===== src/rtl/jt1942_dwnld_tx_if.sv =====
// Byte source handshake plus the ioctl download bus driven toward the ROM loaders.
interface jt1942_dwnld_tx_if;
    localparam int unsigned ADDR_W = 22;
    localparam int unsigned DATA_W = 8;

    logic              src_valid;
    logic [DATA_W-1:0] src_data;
    logic              src_ready;
    logic              downloading;
    logic [ADDR_W-1:0] ioctl_addr;
    logic [DATA_W-1:0] ioctl_data;
    logic              ioctl_wr;

    modport master (
        input  src_valid, src_data,
        output src_ready, downloading, ioctl_addr, ioctl_data, ioctl_wr
    );

    modport slave (
        output src_valid, src_data,
        input  src_ready, downloading, ioctl_addr, ioctl_data, ioctl_wr
    );
endinterface


===== src/rtl/jt1942_dwnld_tx.sv =====
// ioctl download transmitter: pulls bytes from a ready/valid source and frames
// them as a ROM download with one ioctl_wr strobe per byte at incrementing addresses.
module jt1942_dwnld_tx #(
    parameter int unsigned LEN         = 32'h15000 + 32'd32768,
    parameter int unsigned PRE_CYCLES  = 16,
    parameter int unsigned WR_GAP      = 3,
    parameter int unsigned POST_CYCLES = 16
) (
    input  logic                   clk_rom,
    input  logic                   rst,
    input  logic                   start,
    input  logic                   abort,
    jt1942_dwnld_tx_if.master      bus,
    output logic                   busy,
    output logic                   done
);
    localparam int unsigned ADDR_W = 22;
    localparam int unsigned DATA_W = 8;
    localparam int unsigned CNT_W  = 8;

    localparam logic [ADDR_W-1:0] LAST_ADDR = ADDR_W'(LEN - 32'd1);
    localparam logic [CNT_W-1:0]  PRE_LOAD  = CNT_W'(PRE_CYCLES);
    // GAP and POST load one less so the state lasts exactly the parameter count
    localparam logic [CNT_W-1:0]  GAP_LOAD  = (WR_GAP == 0) ? '0 : CNT_W'(WR_GAP - 32'd1);
    localparam logic [CNT_W-1:0]  POST_LOAD = (POST_CYCLES == 0) ? '0 : CNT_W'(POST_CYCLES - 32'd1);

    typedef enum logic [2:0] {
        S_IDLE,
        S_PRE,
        S_WAIT,
        S_WR,
        S_GAP,
        S_POST
    } state_t;

    state_t              state, state_nx;
    logic [CNT_W-1:0]    cnt, cnt_nx;
    logic [ADDR_W-1:0]   addr_nx;
    logic [DATA_W-1:0]   data_nx;
    logic                done_nx;

    // Next-state, counter and datapath decisions
    always_comb begin
        state_nx = state;
        cnt_nx   = cnt;
        addr_nx  = bus.ioctl_addr;
        data_nx  = bus.ioctl_data;
        done_nx  = 1'b0;

        if (state != S_IDLE && abort) begin
            state_nx = S_IDLE;
        end else begin
            case (state)
                S_IDLE: begin
                    if (start) begin
                        state_nx = S_PRE;
                        cnt_nx   = PRE_LOAD;
                        addr_nx  = '0;
                    end
                end
                S_PRE: begin
                    if (cnt == '0) state_nx = S_WAIT;
                    else           cnt_nx   = cnt - CNT_W'(1);
                end
                S_WAIT: begin
                    if (bus.src_valid && bus.src_ready) begin
                        data_nx  = bus.src_data;
                        state_nx = S_WR;
                    end
                end
                S_WR: begin
                    if (bus.ioctl_addr == LAST_ADDR) begin
                        if (POST_CYCLES == 0) begin
                            state_nx = S_IDLE;
                            done_nx  = 1'b1;
                        end else begin
                            state_nx = S_POST;
                            cnt_nx   = POST_LOAD;
                        end
                    end else begin
                        addr_nx = bus.ioctl_addr + ADDR_W'(1);
                        if (WR_GAP == 0) begin
                            state_nx = S_WAIT;
                        end else begin
                            state_nx = S_GAP;
                            cnt_nx   = GAP_LOAD;
                        end
                    end
                end
                S_GAP: begin
                    if (cnt == '0) state_nx = S_WAIT;
                    else           cnt_nx   = cnt - CNT_W'(1);
                end
                S_POST: begin
                    if (cnt == '0) begin
                        state_nx = S_IDLE;
                        done_nx  = 1'b1;
                    end else begin
                        cnt_nx = cnt - CNT_W'(1);
                    end
                end
                default: state_nx = S_IDLE;
            endcase
        end
    end

    // State and registered outputs; flags decode the upcoming state so they align with it
    always_ff @(posedge clk_rom or posedge rst) begin
        if (rst) begin
            state           <= S_IDLE;
            cnt             <= '0;
            bus.src_ready   <= 1'b0;
            bus.downloading <= 1'b0;
            bus.ioctl_addr  <= '0;
            bus.ioctl_data  <= '0;
            bus.ioctl_wr    <= 1'b0;
            busy            <= 1'b0;
            done            <= 1'b0;
        end else begin
            state           <= state_nx;
            cnt             <= cnt_nx;
            bus.src_ready   <= (state_nx == S_WAIT);
            bus.downloading <= (state_nx != S_IDLE);
            bus.ioctl_addr  <= addr_nx;
            bus.ioctl_data  <= data_nx;
            bus.ioctl_wr    <= (state_nx == S_WR);
            busy            <= (state_nx != S_IDLE);
            done            <= done_nx;
        end
    end
endmodule


===== src/flat_wrapper.sv =====
// flat-port wrapper written by rule: the top's interface ports become plain ports
module jt1942_dwnld_tx_flat 
#(
    parameter int unsigned LEN         = 32'h15000 + 32'd32768,
    parameter int unsigned PRE_CYCLES  = 16,
    parameter int unsigned WR_GAP      = 3,
    parameter int unsigned POST_CYCLES = 16
)
  (clk_rom, rst, start, abort, busy, done, bus_src_valid, bus_src_data, bus_src_ready, bus_downloading, bus_ioctl_addr, bus_ioctl_data, bus_ioctl_wr);
  jt1942_dwnld_tx_if bus_i ();
  input  logic clk_rom;
  input  logic rst;
  input  logic start;
  input  logic abort;
  output logic busy;
  output logic done;
  input wire logic [$bits(bus_i.src_valid)-1:0] bus_src_valid;
  input wire logic [$bits(bus_i.src_data)-1:0] bus_src_data;
  output wire logic [$bits(bus_i.src_ready)-1:0] bus_src_ready;
  output wire logic [$bits(bus_i.downloading)-1:0] bus_downloading;
  output wire logic [$bits(bus_i.ioctl_addr)-1:0] bus_ioctl_addr;
  output wire logic [$bits(bus_i.ioctl_data)-1:0] bus_ioctl_data;
  output wire logic [$bits(bus_i.ioctl_wr)-1:0] bus_ioctl_wr;
  assign bus_i.src_valid = bus_src_valid;
  assign bus_i.src_data = bus_src_data;
  assign bus_src_ready = bus_i.src_ready;
  assign bus_downloading = bus_i.downloading;
  assign bus_ioctl_addr = bus_i.ioctl_addr;
  assign bus_ioctl_data = bus_i.ioctl_data;
  assign bus_ioctl_wr = bus_i.ioctl_wr;
  jt1942_dwnld_tx #(.LEN(LEN), .PRE_CYCLES(PRE_CYCLES), .WR_GAP(WR_GAP), .POST_CYCLES(POST_CYCLES)) u_core (.clk_rom(clk_rom), .rst(rst), .start(start), .abort(abort), .bus(bus_i), .busy(busy), .done(done));
endmodule

===== config.mk =====
export PLATFORM = sky130hd
export DESIGN_NAME = jt1942_dwnld_tx_flat
export DESIGN_NICKNAME = d
export VERILOG_FILES = /design/src/rtl/jt1942_dwnld_tx_if.sv /design/src/rtl/jt1942_dwnld_tx.sv /design/src/flat_wrapper.sv
export SDC_FILE = /design/constraint.sdc
export NUM_CORES = 1
export LEC_CHECK = 0
export CAP_MARGIN = 20
export CORE_UTILIZATION = 45
export CTS_CLUSTER_DIAMETER = 40
export DETAILED_ROUTE_END_ITERATION = 8
export PLACE_DENSITY_LB_ADDON = 0.2
export SLEW_MARGIN = 20
export SYNTH_ARGS = -nofsm -noshare
export SYNTH_HDL_FRONTEND = slang
export SYNTH_SLANG_ARGS = --single-unit

===== constraint.sdc =====
create_clock -name clk_rom -period 4.24 [get_ports clk_rom]
set_input_delay 0.848 -clock clk_rom [delete_from_list [all_inputs] [get_ports clk_rom]]
set_output_delay 0.848 -clock clk_rom [all_outputs]
set_load 0.02 [all_outputs]

# == After elaboration in Yosys (flattened, before gate mapping) ==
# Cells that the tools add are included.
# totals
ff_bits,45
in_bits,13
output_inout_bits,35
elab_cells,52
# classes
addsub,2
eq_ne,11
muxes,17
bitwise_logic,1
reduce_logical,13
# op_table
cell,count
2-to-1 mux 22 bit,2
one-hot mux 22 bit (2 select lines),1
one-hot mux 8 bit (3 select lines),1
"adder 22 x 1 -> 22 bit, second input constant",1
"== test 22 x 17 -> 1 bit, second input constant",1
2-to-1 mux 8 bit,2
2-to-1 mux 3 bit,5
one-hot mux 3 bit (5 select lines),1
"== test 3 x 2 -> 1 bit, second input constant",4
nonzero test 3 bit,3
zero test 8 bit,1
AND reduction 4 bit,2
"subtractor 8 x 1 -> 8 bit, second input constant",1
"== test 3 bit, second input constant",2
"inequality test 2 bit, second input constant",3
2-to-1 mux 1 bit,4
2-to-1 mux 4 bit,1
"== test 3 x 1 -> 1 bit, second input constant",1
zero test 3 bit,1
AND reduction 3 bit,1
OR reduction 3 bit,1
logical AND 1 bit,2
nonzero test 2 bit,1
OR reduction 2 bit,1
inverter 1 bit,1

# == Longest topological paths before layout ==
# logic_depth
ltp_word,5
mapped_depth,7
mapped_depth_nobuf,7

# == Least setup slack after synthesis ==
# OpenSTA, ideal clock, no wires.
# synth_path
path_kind,input to register
startpoint,input port abort
endpoint,register u_core.bus.ioctl_addr[18]
t_arrival_ns,2.065
setup_slack_ns,2.039
path_stages,5
path_buffers,1
path_cell_list,clkbuf_1 -> nor3_1 -> o21ai_1 -> or4_1 -> mux2i_1
# synth_between
elab_chain_len,3
# synth_lines
element,line_no,rtl
start: declaration,flat_wrapper.sv:14,input logic abort;
logical AND 1 bit,jt1942_dwnld_tx.sv:50,if (state != S_IDLE && abort) begin
inverter 1 bit (no line),--,
AND reduction 4 bit (no line),--,
end signal: assignment,jt1942_dwnld_tx.sv:124,bus.ioctl_addr <= addr_nx;
end: declaration,jt1942_dwnld_tx_if.sv:16,"output src_ready, downloading, ioctl_addr, ioctl_data, ioctl_wr"
# Every way passes these cells.
# A chain may end at the register's enable or synchronous reset.

# == Worst setup path in the final report ==
# Same ends and word-level chain as after synthesis.

==> summary.txt <==
RUN STATUS
------------------------------------------------------------------------------------
Run status                                                              finished, final reports clean

PLACED DESIGN
------------------------------------------------------------------------------------
Port Buf Inserts                                                                  47
RePlAce Congestion                                                             0.839
Half-perimeter wire length after placement                                   3.82 mm
Placed Cells incl. Taps                                                          362

WORST SETUP PATH
------------------------------------------------------------------------------------
Highest cell delay on the worst timing path                                  0.63 ns
Launching element of the worst setup path                                      abort
Cells along the critical path                                           clkdlybuf4s50_1, nor3_1, o21ai_1, or4_1, mux2i_1
Capturing element type of the critical path                                flip-flop
Critical Path AT                                                             2.87 ns
Cell with the largest stage delay on the worst path                            or4_1
Delay-heaviest family, CP                                               simple AND/OR/NAND/NOR gates
Startpoint of the worst register-to-register path                       u_core.bus.ioctl_addr[0]
Element type at the critical path start                                   input port
Critical path type                                                         in -> reg
Critical path buffer and inverter count                                            1
Data required time at the worst endpoint                                     4.44 ns
Top fanout value on the critical path                                             18

CLOCK NETWORK
------------------------------------------------------------------------------------
Clock root cell                                                             clkbuf_8
Clk buf depth                                                                      2
Clk slew on worst S/H paths                                                  0.10 ns
Post-CTS Setup Bufs                                                                0
Post-CTS Resized                                                                   0
Number of clock sinks                                                             45
Clock latency at the later pin of the worst-skew pair                        0.31 ns
# H-tree levels                                                                    2
CTS buffer count                                                                   5
Number of buffers added to fix hold violations after cts                           0
TritonCTS clock tree                                                             yes

GRT
------------------------------------------------------------------------------------
Leftover overflow at the end of global routing                                     0
Antenna violations before repair                                                   0
First-pass GRT wire length                                                   8.84 mm
Global routing usage summed across all routing layers                          20.7%
Pin count of the biggest net entering global routing                              46
Vias in the first global route                                                  1858

CELLS AND AREA
------------------------------------------------------------------------------------
Number of inserted filler cells in the final layout                              467
Number of cells in the finished layout apart from fillers                        370
Leading cell type in the layout, fill and taps excluded                 clkdlybuf4s50_1
Number of antenna cells inserted                                                   0
Final #Nets                                                                      315
Fraction of final layout cells sized beyond drive strength 1                   10.0%
Area grow syn2layout                                                           26.5%
Commonest non-fill, non-tap cells in the layout                         47 x clkdlybuf4s50_1, 45 x dfrtp_1, 23 x nor2_1, 17 x nand2_1, 17 x o21ai_0

SYNTHESIS
------------------------------------------------------------------------------------
Number of flops mapped to enable cells by yosys                                    0
Gate count of the mapped netlist                                                 255
Mapped Nets                                                                      271
Share of flip-flops with an asynchronous set or reset after synthesis           100%
Flip-flop and latch count after synthesis                                         45
Post-synth cell types                                                             48
Predominant post-synthesis flop cell                                         dfrtp_1
Synthesized area per cell                                                   9.52 µm²
Portion of the post-synthesis area used by sequential elements                 46.4%
Yosys synthesis warning count                                                      0
Mapped Area                                                                 2430 µm²

TIMING
------------------------------------------------------------------------------------
Clock period minus worst slack                                               2.67 ns
Final slew viol count                                                              0
Final number of setup-violating endpoints                                          0
Final number of hold-violating endpoints                                           0
Timing-limited maximum frequency                                             374 MHz
Final cycle utilization of the critical path                                   63.0%
Setup repair after global routing missed its margin                               no
Relative slew slack                                                            33.5%
Accumulated negative setup slack                                                0 ns
Skew final                                                                 0.0119 ns
Pin slew with the least headroom to its limit                               0.991 ns

RUN
------------------------------------------------------------------------------------
Number of max-capacitance violations reported                                      0

DIE
------------------------------------------------------------------------------------
Starting utilization of the core area                                          47.2%
DIE AREA                                                                    5690 µm²
Number of core rows                                                               26
I/O pin count                                                                     48
Die W                                                                        75.4 µm
Area of the core                                                            5140 µm²
Height of the chip                                                           75.4 µm

DETAILED ROUTING
------------------------------------------------------------------------------------
Number of DRC violations after detailed routing                                    0
First-pass iteration count of the detailed router                                  4
DR WL/cell                                                                   14.8 µm
Via count                                                                       2120
Number of nets still failing antenna checks after routing                          0
DRC violation total after the first TritonRoute iteration                         87
WL final                                                                     5.48 mm
Routed vias/inst                                                                5.73

MIN PATH
------------------------------------------------------------------------------------
Class of the most critical hold timing path                               reg -> reg
Min-Delay Startpoint                                                    u_core.bus.ioctl_data[3]

POWER AND IR DROP
------------------------------------------------------------------------------------
PD cells                                                                  486 nW/µm²
Static leakage                                                            0.00125 µW
Largest voltage drop on the vdd net                                       0.000321 V

per-stage QoR:
stage	util, %	cell area, µm²	hold slack [ns]	worst slack, ns	power [µW]
after detailed placement	57.4	2950	0.495	1.24	1150
after CTS	59.8	3070	0.514	1.58	1500
after global placement	57.4	2950	0.487	1.32	1140
final	59.8	3070	0.513	1.57	1490
after floorplan	-	2430	0.472	2.04	970
after global routing	59.8	3070	0.529	1.43	1580
flip-flops by register name (all words and copies together), names as in the netlist:
| name | flops |
|---|---|
| u_core.cnt | 8 |
| u_core.bus.downloading | 1 |
| u_core.bus.ioctl_addr | 22 |
| u_core.bus.src_ready | 1 |
| u_core.bus.ioctl_data | 8 |
| u_core.state | 3 |
| u_core.done | 1 |
| u_core.bus.ioctl_wr | 1 |
routing by layer:
metal	up-vias	track usage (%)	wire, µm
li1	1029	-	-
met1	1024	28.4	2560
met2	55	31.3	2490
met3	12	5.95	322
met4	0	7.20	103
met5	-	0	0
final cells by class:
type                       count  area (µm²)  area share [%]
clock buffer                   6        82.6            2.69
tap                           70        87.6            2.85
clock inverter                 2        37.5            1.22
inverter                      12        45.0            1.47
timing repair buffer          49         485            15.8
multi-input combinational    186        1210            39.3
sequential                    45        1130            36.7
synthesized netlist by cell type (4+ instances only):
cell,count,area share [%]
nor3_1,5,1.0
dfrtp_1,45,46
xnor2_1,6,2.2
or3_1,5,1.3
buf_2,5,1.0
or4_1,5,1.5
mux2_2,8,3.7
inv_1,12,1.9
nand4_1,7,1.8
nor2_1,23,3.6
a21oi_1,15,3.1
clkbuf_1,5,0.77
o21ai_0,17,3.5
nand3_1,16,3.3
and4_1,4,1.4
nor4_1,4,1.0
mux2i_1,6,2.5
and3_1,5,1.3
nand2_1,17,2.6
path summary, 6_finish.rpt:
kind                                                   to  slack, ns  cells after the start
worst max register to register  u_core.bus.ioctl_addr[18]       1.76                      6
max in group asynchronous                     u_core.done       2.86                      3
worst min register to register   u_core.bus.ioctl_data[3]       0.51                      1
worst max-delay path            u_core.bus.ioctl_addr[18]       1.57                      5
min in group asynchronous        u_core.bus.ioctl_data[7]       0.99                      3
worst min-delay path             u_core.bus.ioctl_data[3]       0.51                      1
logic make-up after synthesis:
logic type,after synthesis,share of synthesized area (%)
AND/OR/NAND/NOR,107,24.5
AO/OA/AOI/OAI,56,15.1
flip-flops,45,46.4
buffers and inverters,24,4.12
multiplexers,14,6.19
XOR/XNOR,6,2.16
adder cells (fa/ha/maj),3,1.55
power by group:
part,total (µW),internal (µW),leakage (µW),switching [µW]
registers,584,504,0.000607,80.7
clock network,350,192,0.0000574,158
logic,560,249,0.000589,311
Power figures use the tool's default switching activity.
